## src/rtl/sweep_checker_pkg.sv

```systemverilog
// Shared types and width helpers for the sweep checker and its per-channel
// squared-error accumulators.
package sweep_checker_pkg;

   typedef enum logic [1:0] {
      IDLE,
      SWEEP,
      DRAIN,
      DONE
   } state_t;

   localparam int SAMP_W = 32;

   // Difference of two WIDTH-bit signed values needs one extra bit.
   function automatic int diff_width(input int width);
      return width + 1;
   endfunction

   function automatic int sq_width(input int width);
      return 2 * width + 2;
   endfunction

endpackage

```

## src/rtl/sweep_checker_sq_err_acc.sv

```systemverilog
// One channel of error checking: diff = expct - out, square it, and add it into
// a saturating accumulator with a sticky saturation flag.
module sq_err_acc
   import sweep_checker_pkg::*;
#(
   parameter int WIDTH = 16,
   parameter int ACC_W = 40
) (
   input  logic                    clk,
   input  logic                    rst_n,
   input  logic                    clr,
   input  logic                    en,
   input  logic signed [WIDTH-1:0] out_val,
   input  logic signed [WIDTH-1:0] expct_val,
   output logic        [ACC_W-1:0] acc,
   output logic                    sat
);

   localparam int DW    = diff_width(WIDTH);
   localparam int SW    = sq_width(WIDTH);
   localparam int SUM_W = ((ACC_W > SW) ? ACC_W : SW) + 1;

   logic signed [DW-1:0]    diff;
   logic signed [SW-1:0]    prod;
   logic        [SUM_W-1:0] sum;
   logic                    over;

   // The sum is one bit wider than both terms, so any overflow is visible.
   always_comb begin
      diff = DW'(expct_val) - DW'(out_val);
      prod = diff * diff;
      sum  = SUM_W'(acc) + SUM_W'($unsigned(prod));
      over = sum > SUM_W'({ACC_W{1'b1}});
   end

   always_ff @(posedge clk or negedge rst_n) begin
      if (!rst_n) begin
         acc <= '0;
         sat <= 1'b0;
      end else if (clr) begin
         acc <= '0;
         sat <= 1'b0;
      end else if (en) begin
         if (over) begin
            acc <= '1;
            sat <= 1'b1;
         end else begin
            acc <= sum[ACC_W-1:0];
         end
      end
   end

endmodule

```

## config.mk

```make
export PLATFORM = sky130hd
export DESIGN_NAME = sq_err_acc
export DESIGN_NICKNAME = d
export VERILOG_FILES = /design/src/rtl/sweep_checker_pkg.sv /design/src/rtl/sweep_checker_sq_err_acc.sv
export SDC_FILE = /design/constraint.sdc
export NUM_CORES = 1
export LEC_CHECK = 0
export CAP_MARGIN = 20
export CORE_MARGIN = 5
export CORE_UTILIZATION = 30
export CTS_CLUSTER_SIZE = 14
export DETAILED_ROUTE_END_ITERATION = 6
export GPL_ROUTABILITY_DRIVEN = 0
export PLACE_DENSITY = 0.57
export SLEW_MARGIN = 15
export SYNTH_ARGS = -nofsm -noshare
export SYNTH_HDL_FRONTEND = slang
export SYNTH_SLANG_ARGS = --single-unit
```

## constraint.sdc

```tcl
create_clock -name clk -period 3.43 [get_ports clk]
set_input_delay 0.686 -clock clk [delete_from_list [all_inputs] [get_ports clk]]
set_output_delay 0.686 -clock clk [all_outputs]
set_load 0.01 [all_outputs]
```

Word-level counts from Yosys, hierarchy flattened
Cells that the tools add are included.
{"block": "classes", "reduce_logical": 3, "eq_ne": 0, "mux": 6, "shift": 0, "n_addsub": 2, "n_div": 0, "multipliers": 1, "n_lt_le_gt_ge": 1, "bitwise": 0}
{"operator": "2-to-1 mux 40 bit", "count": 3}
{"operator": "adder 40 x 34 -> 41 bit", "count": 1}
{"operator": "greater-than comparator 41 x 40 -> 1 bit (second input constant)", "count": 1}
{"operator": "multiplier 17 x 17 -> 34 bit", "count": 1}
{"operator": "subtractor 16 x 16 -> 17 bit", "count": 1}
{"operator": "nonzero test 2 bit", "count": 2}
{"operator": "2-to-1 mux 1 bit", "count": 3}
{"operator": "AND reduction 2 bit", "count": 1}
{"block": "word_totals", "latchBits": 0, "out_inout_bits": 41, "register_bits": 41, "mem_bits_ro": 0, "mem_bits_rw": 0, "mem_count": 0, "input_bits": 36}

Longest topological paths before layout
{"block": "depth", "depth_word": 7, "mapped_depth": 46, "ltp_nobuf": 44}

Least setup slack after synthesis
Ideal clock, no wire load.
{"block": "synth_path", "path_kind": "input-to-reg", "startpoint": "input port expct_val[0]", "endpoint": "register acc[20]", "path_buffers": 2, "setup_slack_ps": -6680, "arrival_ps": 10016, "stages": 43, "path_cell_list": "inv_1 -> ha_1 -> fa_1 -> nor2b_1 -> o21ai_0 -> a21boi_1 -> o21ai_1 -> a211oi_1 -> o21ai_1 -> a21boi_0 -> o31ai_2 -> inv_1 -> clkbuf_1 -> nor2_1 -> fa_1 -> inv_1 -> fa_1 -> inv_1 -> [... 7 more ...] -> nand3_1 -> nor4_1 -> nand3_1 -> o211ai_1 -> o311ai_0 -> a31oi_1 -> a21o_1 -> a21oi_1 -> xnor2_1 -> ha_1 -> nand3_1 -> or3_1 -> nor2_1 -> o21ai_2 -> a21oi_2 -> clkbuf_1 -> nor2_1 -> a211oi_1"}
{"block": "synth_between", "elab_chain_cells": 7}
{"item": "start, declared", "line": "sweep_checker_sq_err_acc.sv:14", "rtl": "input logic signed [WIDTH-1:0] expct_val,"}
{"item": "subtractor 16 x 16 -> 17 bit *", "line": "sweep_checker_sq_err_acc.sv:30", "rtl": "diff = DW'(expct_val) - DW'(out_val);"}
{"item": "multiplier 17 x 17 -> 34 bit *", "line": "sweep_checker_sq_err_acc.sv:31", "rtl": "prod = diff * diff;"}
{"item": "adder 40 x 34 -> 41 bit *", "line": "sweep_checker_sq_err_acc.sv:32", "rtl": "sum = SUM_W'(acc) + SUM_W'($unsigned(prod));"}
{"item": "greater-than comparator 41 x 40 -> 1 bit", "line": "sweep_checker_sq_err_acc.sv:33", "rtl": "over = sum > SUM_W'({ACC_W{1'b1}});"}
{"item": "2-to-1 mux 40 bit *", "line": "sweep_checker_sq_err_acc.sv:44", "rtl": "if (over) begin"}
{"item": "2-to-1 mux 40 bit *", "line": "sweep_checker_sq_err_acc.sv:43", "rtl": "end else if (en) begin"}
{"item": "2-to-1 mux 40 bit *", "line": "sweep_checker_sq_err_acc.sv:40", "rtl": "end else if (clr) begin"}
{"item": "end signal, assigned", "line": "sweep_checker_sq_err_acc.sv:48", "rtl": "acc <= sum[ACC_W-1:0];"}
{"item": "end, declared", "line": "sweep_checker_sq_err_acc.sv:15", "rtl": "output logic [ACC_W-1:0] acc,"}
Every way passes the cells marked *; elsewhere a longest branch is shown, timed or not. The select of a mux whose other input is x is not followed.
A chain may end at the register's enable or synchronous reset.

Final worst setup path
{"block": "layout_path", "startpoint": "input port out_val[8]", "endpoint": "register acc[37]"}
{"block": "layout_between", "elab_chain_cells": 7}
{"item": "start, declared", "line": "sweep_checker_sq_err_acc.sv:13", "rtl": "input logic signed [WIDTH-1:0] out_val,"}
{"item": "subtractor 16 x 16 -> 17 bit *", "line": "sweep_checker_sq_err_acc.sv:30"}
{"item": "multiplier 17 x 17 -> 34 bit *", "line": "sweep_checker_sq_err_acc.sv:31"}
{"item": "adder 40 x 34 -> 41 bit *", "line": "sweep_checker_sq_err_acc.sv:32"}
{"item": "greater-than comparator 41 x 40 -> 1 bit", "line": "sweep_checker_sq_err_acc.sv:33"}
{"item": "2-to-1 mux 40 bit *", "line": "sweep_checker_sq_err_acc.sv:44"}
{"item": "2-to-1 mux 40 bit *", "line": "sweep_checker_sq_err_acc.sv:43"}
{"item": "2-to-1 mux 40 bit *", "line": "sweep_checker_sq_err_acc.sv:40"}
Marked as above.

==> reports/qor.csv <==
metric,value,unit
run status,"complete, but fails checks",
failing checks,setup timing,
clk_skew,0.005554,ns
Detailed Place HPWL,34580,µm
Core Box Area,46560,µm²
Hold WC Path Type,register to register,
synthesized cell area,14120,µm²
Worst Setup End Kind,register,
Max-Cap Viols,0,
Root Driver,clkbuf_16,
Post-route DRC,0,
synth warn,0,
RSZ-0062 raised after global routing,true,
Slowest cell on crit path,fa_1,
Vias,12590,
Hold Slack,0.5265,ns
nets,2554,
Critical Path Source,out_val[8],
Clock Path Buffers,2,
Post-Synthesis Mean Instance Area,8.687,µm²
clk_lat worst skew,0.29,ns
"Async S/R FF share, synth",100.0,%
gr usage total,16.21,%
most area-hungry cell type in the Yosys netlist,fa_1,
r2r setup slk,0.28,ns
Worst slew margin,34.47,%
Die Height,227.0,µm
Final Cycle Share,279.2,%
largest net degree at the start of global routing,42,
WP buf/inv,12,
Mapped Nets,2070,
"Data arrival, critical path",9.77,ns
first-pass GRT wire length,69300,µm
maximum clock frequency,104.4,MHz
Post-DRT Antenna Nets,0,
Rows,79,
"Slew Viols, Final",0,
Final WS setup,-6.146,ns
Initial Util,30.34,%
final WL,41030,µm
initial drt markers,461,
ys flop type,dfrtp_1,
sequential area share after synthesis,7.264,%
Worst Reg2Reg Path Length in Cells,11,
cell count after synthesis,1626,
TritonCTS clock tree,done,
io pins,77,
CTS buffer count,5,
Worst-Margin Slew,0.9830,ns
hold_sp,sat,
reg2reg start,acc[5],
vias in the first global route,13910,
Critical Path Most Common Cell,fa_1,
Via-to-Cell Ratio,4.631,
Worst setup SP type,input port,
final setup fails,41,
initial antenna violation count,0,
post-synth top area share,38.55,%
worst setup path class,input port to register,
"flops & latches, synth",41,
Avg WL per Cell,15.10,µm
die area,51520,µm²
clock sink total,41,
crit path to,acc[37],
CP top delay family,adder cells,
Crit Path Max Fanout,5,
Detailed Routing Iterations Pass 1,6,
"Reg clk slew, reported paths",0.06,ns
cell count of the worst hold path,2,
Port Buffer Count,76,
die width,227.0,µm
worst r2r dst,acc[39],
GRT Residual Overflow,0,
share of layout cells above drive strength 1,34.68,%
Critical Path Stages,44,
CP required,3.62,ns
area grow syn2layout,45.55,%
# H-tree levels,2,
Netlist cell types,73,
Post-synth EDFFs,0,
Diodes inserted,0,
max incr delay on CP,0.53,ns
Tmin final,9.576,ns
Synth area leaders,"fa_1 39%, ha_1 12%, inv_1 9.7%",
final hold violation count,0,
==> worst min-delay path by stage <==
stage and endpoint:
3_5_place_dp acc[38], 4_1_cts sat, 2_1_floorplan acc[0], 3_3_place_gp sat, 5_1_grt sat, 6_report sat
==> what timing repair did <==
| item | 4_1_cts | 5_1_grt |
|---|---|---|
| pin swaps | 86 | 115 |
| hold endpoints to repair | 0 | 0 |
| cloned | 1 | 4 |
| buffers inserted | 49 | 26 |
| setup endpoints to repair | 41 | 41 |
| gates resized for setup | 117 | 181 |
| hold buffers | 0 | 0 |
==> cell usage after synthesis (4+ instances only) <==
master and n:
fa_1 272, a31oi_1 12, a21o_1 29, nor2b_1 6, a311oi_1 7, or3_1 7, nor2_1 163, ha_1 136
o21bai_1 11, xnor2_1 54, and3_1 6, o21ai_1 8, and2_1 13, a2111oi_0 4, o22ai_1 13, nand3_1 17
xor2_1 27, o211ai_1 4, inv_1 366, dfrtp_1 41, o21a_1 13, nor3_1 18, o21ai_0 30, a21oi_1 67
inv_2 5, clkbuf_1 41, a21oi_2 5, o31ai_1 4, nand2b_1 15, buf_2 4, a211oi_1 30, nand2_1 135
==> cell usage in the layout (no fill, tap or decap), types with 16 or more instances in the layout <==
| cell type | netlist | final |
|---|---|---|
| buf_4 | 0 | 415 |
| inv_1 | 366 | 330 |
| fa_1 | 272 | 263 |
| nor2_1 | 163 | 132 |
| nand2_1 | 135 | 109 |
| ha_1 | 136 | 109 |
| clkdlybuf4s50_1 | 0 | 53 |
| a21oi_1 | 67 | 51 |
| xnor2_1 | 54 | 50 |
| dfrtp_1 | 41 | 41 |
| inv_2 | 5 | 39 |
| a21o_1 | 29 | 29 |
| a211oi_2 | 0 | 24 |
| xor2_1 | 27 | 23 |
| ha_4 | 0 | 23 |
| buf_6 | 1 | 22 |
| nor2_2 | 0 | 20 |
| o21ai_0 | 30 | 19 |
| a21oi_2 | 5 | 16 |
| nand2_2 | 0 | 16 |
==> area by class of cell <==
type	instances	area (µm²)
Clock buffer	6	138.9
Clock inverter	2	37.54
Fill cell	4440	26000
Inverter	373	1419
Multi-Input combinational cell	1166	12840
Sequential cell	41	1026
Tap cell	607	759.5
Timing Repair Buffer	523	4339
==> layer usage <==
layer	up-vias	global-route usage (%)	wire, µm	share of wire [%]
met4	0	4.012	974	2.4
met1	6262	22.50	18700	46
met3	47	1.057	1001	2.4
met2	199	27.88	20350	50
met5	-	0	0	0
li1	6079	-	-	-
==> per-stage QoR <==
| stage | util, % | worst slack, ns | instances | instance area [µm²] | TNS, ns |
|---|---|---|---|---|---|
| after floorplan | - | -5.824 | 1626 | 14560 | -234.96 |
| after global placement | 40.08 | -7.361 | 2631 | 18660 | -296.92 |
| after detailed placement | 40.08 | -7.406 | 2631 | 18660 | -297.91 |
| after CTS | 42.12 | -6.294 | 2689 | 19610 | -251.71 |
| after global routing | 44.16 | -6.496 | 2718 | 20560 | -261.10 |
| final | 44.16 | -6.146 | 2718 | 20560 | -246.55 |
==> cells by family after synthesis <==
kind of cell	share of synthesized area, %
AOI/OAI and AO/OA	12.81
xor gates and xnor gates	5.253
and+or+nand+nor	12.69
buffers and inverters	11.25
muxes	0.1417
DFF	7.264
adders and majority gates	50.60
==> worst min-delay path, cell delays in order (launching register included) <==
cell	delay, ns
dfrtp_1	0.36
a21oi_2	0.04
nor2_1	0.09
==> flip-flops by register name (all words and copies together), names as in the netlist <==
name,flops
sat,1
acc,40
Power is left out: the tool's default activity adds up to more than one toggle a clock period on the data nets, which glitch-free logic cannot reach.
